===== src/rtl/csa_resolve_serial.sv =====
// Chunk-serial carry-propagate adder that resolves a carry-save pair (C, S) into sum + carry_out.
// Optional macro CSA_RESOLVE_EARLY_EXIT_EN finishes early once the carry dies and all upper operand chunks are zero.
module csa_resolve_serial #(
    parameter int BIT_LEN   = 32,
    parameter int CHUNK_LEN = 8
) (
    input  logic               clk,
    input  logic               reset,
    input  logic               in_valid,
    output logic               in_ready,
    input  logic [BIT_LEN-1:0] C,
    input  logic [BIT_LEN-1:0] S,
    output logic               out_valid,
    input  logic               out_ready,
    output logic [BIT_LEN-1:0] sum,
    output logic               carry_out
);
    localparam int NUM_CHUNKS = (BIT_LEN + CHUNK_LEN - 1) / CHUNK_LEN;
    localparam int PAD_LEN    = NUM_CHUNKS * CHUNK_LEN;
    localparam int LAST_LEN   = BIT_LEN - (NUM_CHUNKS - 1) * CHUNK_LEN;
    localparam int IDX_W      = (NUM_CHUNKS > 1) ? $clog2(NUM_CHUNKS) : 1;
    localparam logic [IDX_W-1:0] LAST_IDX = IDX_W'(NUM_CHUNKS - 1);

    typedef enum logic [1:0] {IDLE, ADD, DONE} state_t;

    state_t             state_q, state_d;
    logic [PAD_LEN-1:0] c_q, s_q;
    logic [BIT_LEN-1:0] sum_q;
    logic [IDX_W-1:0]   idx_q;
    logic               carry_q;
    logic               carry_out_q;
    logic               primed_q;
    int                 base;
    logic [CHUNK_LEN:0] chunk_sum;
    logic               last_chunk;
    logic               early_exit;
    logic               finish;

    // The operands are zero-extended to whole chunks, so the carry out of bit BIT_LEN-1
    // in a partial last chunk lands at chunk_sum[LAST_LEN].
    always_comb begin
        base       = int'(idx_q) * CHUNK_LEN;
        chunk_sum  = {1'b0, c_q[base +: CHUNK_LEN]} + {1'b0, s_q[base +: CHUNK_LEN]}
                   + {{CHUNK_LEN{1'b0}}, carry_q};
        last_chunk = (idx_q == LAST_IDX);
`ifdef CSA_RESOLVE_EARLY_EXIT_EN
        early_exit = !chunk_sum[CHUNK_LEN] && (((c_q | s_q) >> (base + CHUNK_LEN)) == '0);
`else
        early_exit = 1'b0;
`endif
        finish     = primed_q && (last_chunk || early_exit);
    end

    always_comb begin
        state_d = state_q;
        case (state_q)
            IDLE:    if (in_valid) state_d = ADD;
            ADD:     if (finish) state_d = DONE;
            DONE:    if (out_ready) state_d = IDLE;
            default: state_d = IDLE;
        endcase
    end

    // The first ADD cycle is the load cycle; chunks are added from the second one on.
    always_ff @(posedge clk) begin
        if (reset) begin
            state_q     <= IDLE;
            c_q         <= '0;
            s_q         <= '0;
            sum_q       <= '0;
            idx_q       <= '0;
            carry_q     <= 1'b0;
            carry_out_q <= 1'b0;
            primed_q    <= 1'b0;
        end else begin
            state_q <= state_d;
            case (state_q)
                IDLE: begin
                    if (in_valid) begin
                        c_q      <= PAD_LEN'(C);
                        s_q      <= PAD_LEN'(S);
                        sum_q    <= '0;
                        carry_q  <= 1'b0;
                        idx_q    <= '0;
                        primed_q <= 1'b0;
                    end
                end
                ADD: begin
                    if (!primed_q) begin
                        primed_q <= 1'b1;
                    end else begin
                        sum_q   <= sum_q | BIT_LEN'(PAD_LEN'(chunk_sum[CHUNK_LEN-1:0]) << base);
                        carry_q <= chunk_sum[CHUNK_LEN];
                        if (finish)
                            carry_out_q <= last_chunk ? chunk_sum[LAST_LEN] : 1'b0;
                        else
                            idx_q <= idx_q + 1'b1;
                    end
                end
                default: ;
            endcase
        end
    end

    assign in_ready  = (state_q == IDLE);
    assign out_valid = (state_q == DONE);
    assign sum       = sum_q;
    assign carry_out = carry_out_q;
endmodule


===== config.mk =====
export PLATFORM = sky130hd
export DESIGN_NAME = csa_resolve_serial
export DESIGN_NICKNAME = d
export VERILOG_FILES = /design/src/rtl/csa_resolve_serial.sv
export SDC_FILE = /design/constraint.sdc
export NUM_CORES = 1
export LEC_CHECK = 0
export CORE_AREA = 2 2 114 116
export DETAILED_ROUTE_END_ITERATION = 16
export DIE_AREA = 0 0 116 118
export PLACE_DENSITY = 0.64
export SLEW_MARGIN = 10
export SYNTH_ARGS = -nofsm -noshare
export SYNTH_HDL_FRONTEND = slang
export SYNTH_SLANG_ARGS = --single-unit
export TNS_END_PERCENT = 50

===== constraint.sdc =====
create_clock -name clk -period 3.9 [get_ports clk]
set_clock_uncertainty 0.1 [all_clocks]
set_input_delay 0.585 -clock clk [delete_from_list [all_inputs] [get_ports clk]]
set_output_delay 0.585 -clock clk [all_outputs]
set_load 0.1 [all_outputs]

Yosys cells after proc, flatten, opt, wreduce, memory -nomap -nowiden
Cells that the tools add are included.
{"block": "totals", "inputBits": 68, "out_inout_bits": 35, "regBits": 103, "wordCells": 48}
{"block": "op_classes", "n_addsub": 3, "n_mux": 16, "shift": 3, "reduce_logical": 9, "n_eq_ne": 8, "bitwise": 1}
{"op": "32-bit 2-to-1 mux", "n": 2}
{"op": "32-bit case mux with 2 select lines", "n": 1}
{"op": "32-bit by 6-bit indexed part select with 8-bit output", "n": 2}
{"op": "32-bit bitwise OR", "n": 1}
{"op": "8-bit by 5-bit left shift with 32-bit output", "n": 1}
{"op": "2-bit 2-to-1 mux", "n": 6}
{"op": "8-bit by 8-bit adder with 9-bit output", "n": 1}
{"op": "9-bit by 1-bit adder with 9-bit output", "n": 1}
{"op": "3-bit AND reduction", "n": 3}
{"op": "2-bit != test, second input constant", "n": 4}
{"op": "2-bit case mux with 3 select lines", "n": 1}
{"op": "2-bit equality test, second input constant", "n": 2}
{"op": "1-bit case mux with 2 select lines", "n": 2}
{"op": "2-bit case mux with 2 select lines", "n": 1}
{"op": "2-bit AND reduction", "n": 2}
{"op": "4-bit AND reduction", "n": 1}
{"op": "1-bit 2-to-1 mux", "n": 3}
{"op": "2-bit by 1-bit adder with 2-bit output, second input constant", "n": 1}
{"op": "2-bit by 1-bit equality test with 1-bit output, second input constant", "n": 1}
{"op": "2-bit zero test", "n": 1}
{"op": "2-bit by 1-bit != test with 1-bit output, second input constant", "n": 1}
{"op": "2-bit nonzero test", "n": 1}
{"op": "1-bit logical AND", "n": 1}

Depth between registers and ports, before layout
{"block": "logic_depth", "ltp_word": 7, "mapped_depth": 12, "depth_no_buf": 9}

Least setup slack after synthesis
Ideal clock, no wire load.
{"block": "synth_path", "path_type": "reg2reg", "from": "register idx_q[1]", "to": "register sum_q[14] (netlist: sum[14])", "stages_incl_launch_ff": 13, "setup_ns": 0.118, "path_buffers": 3, "required_time_ns": 3.682, "period_less_slack_ns": 2.868, "setup_slack_ns": 1.032, "arrival_ns": 2.651, "path_cell_list": "dfxtp_1 buf_2 buf_2 buf_2 mux4_2 fa_1 inv_1 fa_1 nor2b_1 o2111ai_1 nand3b_1 xor2_1 a22o_1"}
{"block": "synth_between", "elab_chain_cells": 7, "elab_cells_between_ends": 8, "classes_between": "2 x add/sub; 3 x shift; 2 x mux; 1 x bitwise"}
{"item": "start, declared", "line": "29", "rtl": "logic [IDX_W-1:0] idx_q;"}
{"item": "start signal, assigned", "line": "97", "rtl": "idx_q <= idx_q + 1'b1;"}
{"item": "32-bit by 6-bit indexed part select with 8-bit output", "line": "43", "rtl": "chunk_sum = {1'b0, c_q[base +: CHUNK_LEN]} + {1'b0, s_q[base +: CHUNK_LEN]}"}
{"item": "8-bit by 8-bit adder with 9-bit output", "line": "43"}
{"item": "9-bit by 1-bit adder with 9-bit output", "line": "44", "rtl": "+ {{CHUNK_LEN{1'b0}}, carry_q};"}
{"item": "8-bit by 5-bit left shift with 32-bit output (*)", "line": "92", "rtl": "sum_q <= sum_q | BIT_LEN'(PAD_LEN'(chunk_sum[CHUNK_LEN-1:0]) << base);"}
{"item": "32-bit bitwise OR (*)", "line": "92"}
{"item": "32-bit 2-to-1 mux (*)", "line": "89", "rtl": "if (!primed_q) begin"}
{"item": "32-bit case mux with 2 select lines (*)", "line": "77", "rtl": "case (state_q)"}
{"item": "end signal, assigned", "line": "92"}
{"item": "end, declared", "line": "28", "rtl": "logic [BIT_LEN-1:0] sum_q;"}
Every way passes the cells marked *; elsewhere a longest branch is shown, timed or not. The select of a mux whose other input is x is not followed.
A chain may end at the register's enable or synchronous reset.

Final worst setup path
{"block": "layout_path", "from": "register idx_q[0]", "to": "register sum_q[14] (netlist: sum[14])"}
Same word-level chain as after synthesis.

==> key figures <==
Place
  • RePlAce Congestion: between 0.8 and 0.9
  • Port Buffers: just over 100
  • Placed Cells: roughly 730
  • Worst slack, placed: around 0.80 ns
  • Dpl hpwl: about 8.1 mm
  • Dpl cell area: between 5000 and 6000 sq um

Synthesis
  • Cell variety after synth: 40
  • Post-Syn Area: 4300 sq um
  • Adder and majority cell fraction of the synthesized area: 0.0326
  • Syn Area/Cell: between 8 and 9 sq um
  • Ys flop type: dfxtp_1
  • Largest cells by area after synthesis: dfxtp_1, nand2_1, a21oi_1
  • Main combinational cell family by area after synthesis: simple AND/OR/NAND/NOR gates
  • Yosys top cell area share: 0.479
  • Compound-Gate Fraction of Synth Area: 0.163
  • Count leader, synth: nand2_1
  • Synth Register Bits: roughly 100
  • Post-synthesis mux area share: 0.0864
  • Number of synthesized flops with an enable pin: 0
  • Asr flop ratio synth: 0
  • Post-synth top area cell: dfxtp_1
  • Xor/xnor share of the synthesized area: 0.0102
  • Register area share after synthesis: 0.479
  • Synth Net Count: about 560
  • Simple-Gate Fraction of Synth Area: 0.185
  • Syn Inst Count: between 400 and 500
  • Synth warn: 0
  • Commonest cells post-synth: nand2_1, dfxtp_1, a21oi_1, nor2_1, mux4_2

Global route
  • Tot GR Track Use: 0.164
  • Vias in the first global route: between 3000 and 4000
  • First-pass GRT wire length: between 15 and 20 mm
  • Grt met1 use: 0.226
  • Gr busiest metal: met2
  • M2 GR Usage: 0.256
  • Initial antenna violation count: 0
  • Met3 Track Usage GR: 0.0340
  • Grt ovf: 0
  • Largest net degree at the start of global routing: 74

Floorplan
  • Die H: around 120 um
  • Die area: between 10000 and 15000 sq um
  • Die W: around 120 um
  • Effective utilization at floorplan: 0.347
  • Rows: 41
  • # IOs: 103
  • Core area: roughly 12000 sq um

Min path
  • Min-delay src: c_q[21]$_SDFFE_PP0P_
  • HP Class: flip-flop to flip-flop

Critical path
  • Depth of the worst register-to-register path: 9
  • Worst setup path startpoint: idx_q[0]$_SDFFE_PP0P_
  • CP Data Arrival Time: between 3 and 4 ns
  • WS Path Type: flip-flop to flip-flop
  • Slowest cell on crit path: dfxtp_1
  • Worst-path cell chain: mux4_2 > fa_1 > inv_1 > fa_1 > nor2b_1 > o2111ai_1 > nand3b_1 > xor2_1 > a22o_1
  • Setup crit end kind: flip-flop
  • Reg-to-reg critical path startpoint: idx_q[0]$_SDFFE_PP0P_
  • Peak per-stage delay on the critical path: ~0.73 ns
  • Most frequent cell on the critical path: fa_1
  • Critical path endpoint: sum[14]$_SDFFE_PP0P_
  • Startpoint types: flip-flop
  • FF-to-FF setup slack: just under 0.8 ns
  • End of the worst register-to-register path: sum[14]$_SDFFE_PP0P_
  • Biggest fanout along the worst timing path: 13
  • Data required time at the worst endpoint: about 4.1 ns

Run status
  • Status: finished, final reports clean

CTS
  • Clock buffer depth: 2
  • Post-CTS Setup Repair Bufs: 0
  • Clk slew on worst S/H paths: about 0.07 ns
  • CTS resizes: 0
  • Root Buffer: clkbuf_16
  • Hold Buf Count CTS: 0
  • H-tree lvl count: 3
  • CTS tree: yes
  • Worst-skew pair later-pin latency: around 0.34 ns
  • Sink Count: around 100
  • CTS Buf Count: 9

Finish
  • Share of cells above drive strength 1: 0.0823
  • Design Area, Final: ~5700 sq um
  • Layout Cells excl Fill: ~740
  • Net count, final: around 640
  • Area grow syn2layout: 33.1%
  • # diodes: 0

Route
  • DR pass1 iterations: 4
  • Routed wire length: around 11 mm
  • Routed Antenna Nets: 0
  • # DRC: 0
  • Vias: roughly 3600
  • Via density: just under 5
  • 1st-iter DRT viols: roughly 190
  • WL/cell: 14.5 um

Timing
  • Slew Limit Fails: 0
  • Final Critical Period: between 3 and 4 ns
  • Final worst setup slack: around 0.79 ns
  • Setup TNS: 0 ns
  • Endpoints failing setup: 0
  • Slew margin rel.: 0.334
  • RSZ-0062 raised after global routing: false
  • Hold Vio Cnt, Final: 0
  • Slew @ Worst Pin: ~1 ns
  • Fmax: roughly 320 MHz
  • Final period utilization: 0.798

Power
  • Total power: between 2 and 2.5 mW
  • P_leak: between 2 and 2.5 nW
  • Pwr dens: roughly 410 nW/um^2
  • Peak supply drop: about 0.30 mV

Job
  • Max-cap violation count: 0
[flip-flops by register name, indices dropped and copies added (netlist names)]
| register | count |
|---|---|
| c_q | 32 |
| carry_out | 1 |
| carry_q | 1 |
| idx_q | 2 |
| primed_q | 1 |
| s_q | 32 |
| state_q | 2 |
| sum | 32 |
[layout by cell type, fill, tap and decap left out, drive strengths merged, types with 3 or more instances in the layout]
| master | count |
|---|---|
| a21o | 4 |
| a21oi | 86 |
| a22o | 12 |
| buf | 6 |
| clkbuf | 9 |
| clkdlybuf4s50 | 101 |
| dfxtp | 103 |
| ha | 8 |
| inv | 8 |
| mux4 | 16 |
| nand2 | 134 |
| nand2b | 4 |
| nand3b | 4 |
| nor2 | 34 |
| o21a | 5 |
| o21ai | 4 |
| xnor2 | 3 |
[layout make-up]
cell class | count | area (sq um)
clock inverters | 7 | 87.6
repair buffers | 107 | 1070
clock buffers | 9 | 225
inverters | 4 | 15.0
well taps | 172 | 215
multi-input cells | 341 | 2060
flip-flops and latches | 103 | 2060
fillers | 1197 | 6690
[worst max-delay path: cells and delay by family (launching register included)]
family	cells	cell delay, ns
DFF	1	0.73
adders and majority gates	2	0.67
AOI/OAI and AO/OA	2	0.35
xor gates and xnor gates	1	0.32
muxes	1	0.60
buffers and inverters	1	0.09
and+or+nand+nor	2	0.20
[stage by stage]
stage	utilization	hold WS, ns
6_report	0.462	0.351
5_1_grt	0.462	0.375
4_1_cts	0.462	0.355
3_5_place_dp	0.436	0.345
3_3_place_gp	0.436	0.341
2_1_floorplan	-	0.333
[kinds of logic (layout without fill, tap and decap cells)]
kind of cell / after synthesis / after routing
flip-flops: 103 / 103
AND/OR/NAND/NOR: 189 / 189
multiplexers: 17 / 17
buffers and inverters: 36 / 127
AO/OA/AOI/OAI: 120 / 120
XOR/XNOR: 5 / 5
adder cells (fa/ha/maj): 10 / 10
[routing by layer]
layer	vias to the layer above	wire [um]
met5	-	0
met4	0	115
met3	11	596
met2	100	4930
met1	1695	5160
li1	1810	-
[worst min-delay path by stage]
stage / to / slack [ns] / cells after the start
floorplan: c_q[16]$_SDFFE_PP0P_ / 0.33 / 2
global placement: s_q[14]$_SDFFE_PP0P_ / 0.34 / 2
detailed placement: c_q[17]$_SDFFE_PP0P_ / 0.35 / 2
CTS: c_q[12]$_SDFFE_PP0P_ / 0.35 / 2
global route: s_q[29]$_SDFFE_PP0P_ / 0.38 / 2
finish: c_q[21]$_SDFFE_PP0P_ / 0.35 / 2
[power by group]
| group | total (mW) | internal, mW | switching, mW |
|---|---|---|---|
| sequential | 1.12 | 1.09 | 0.0269 |
| clock | 0.934 | 0.514 | 0.420 |
| combinational | 0.309 | 0.137 | 0.172 |
| total | 2.36 | 1.75 | 0.619 |
Note: power is estimated with default switching activity, not from simulation.
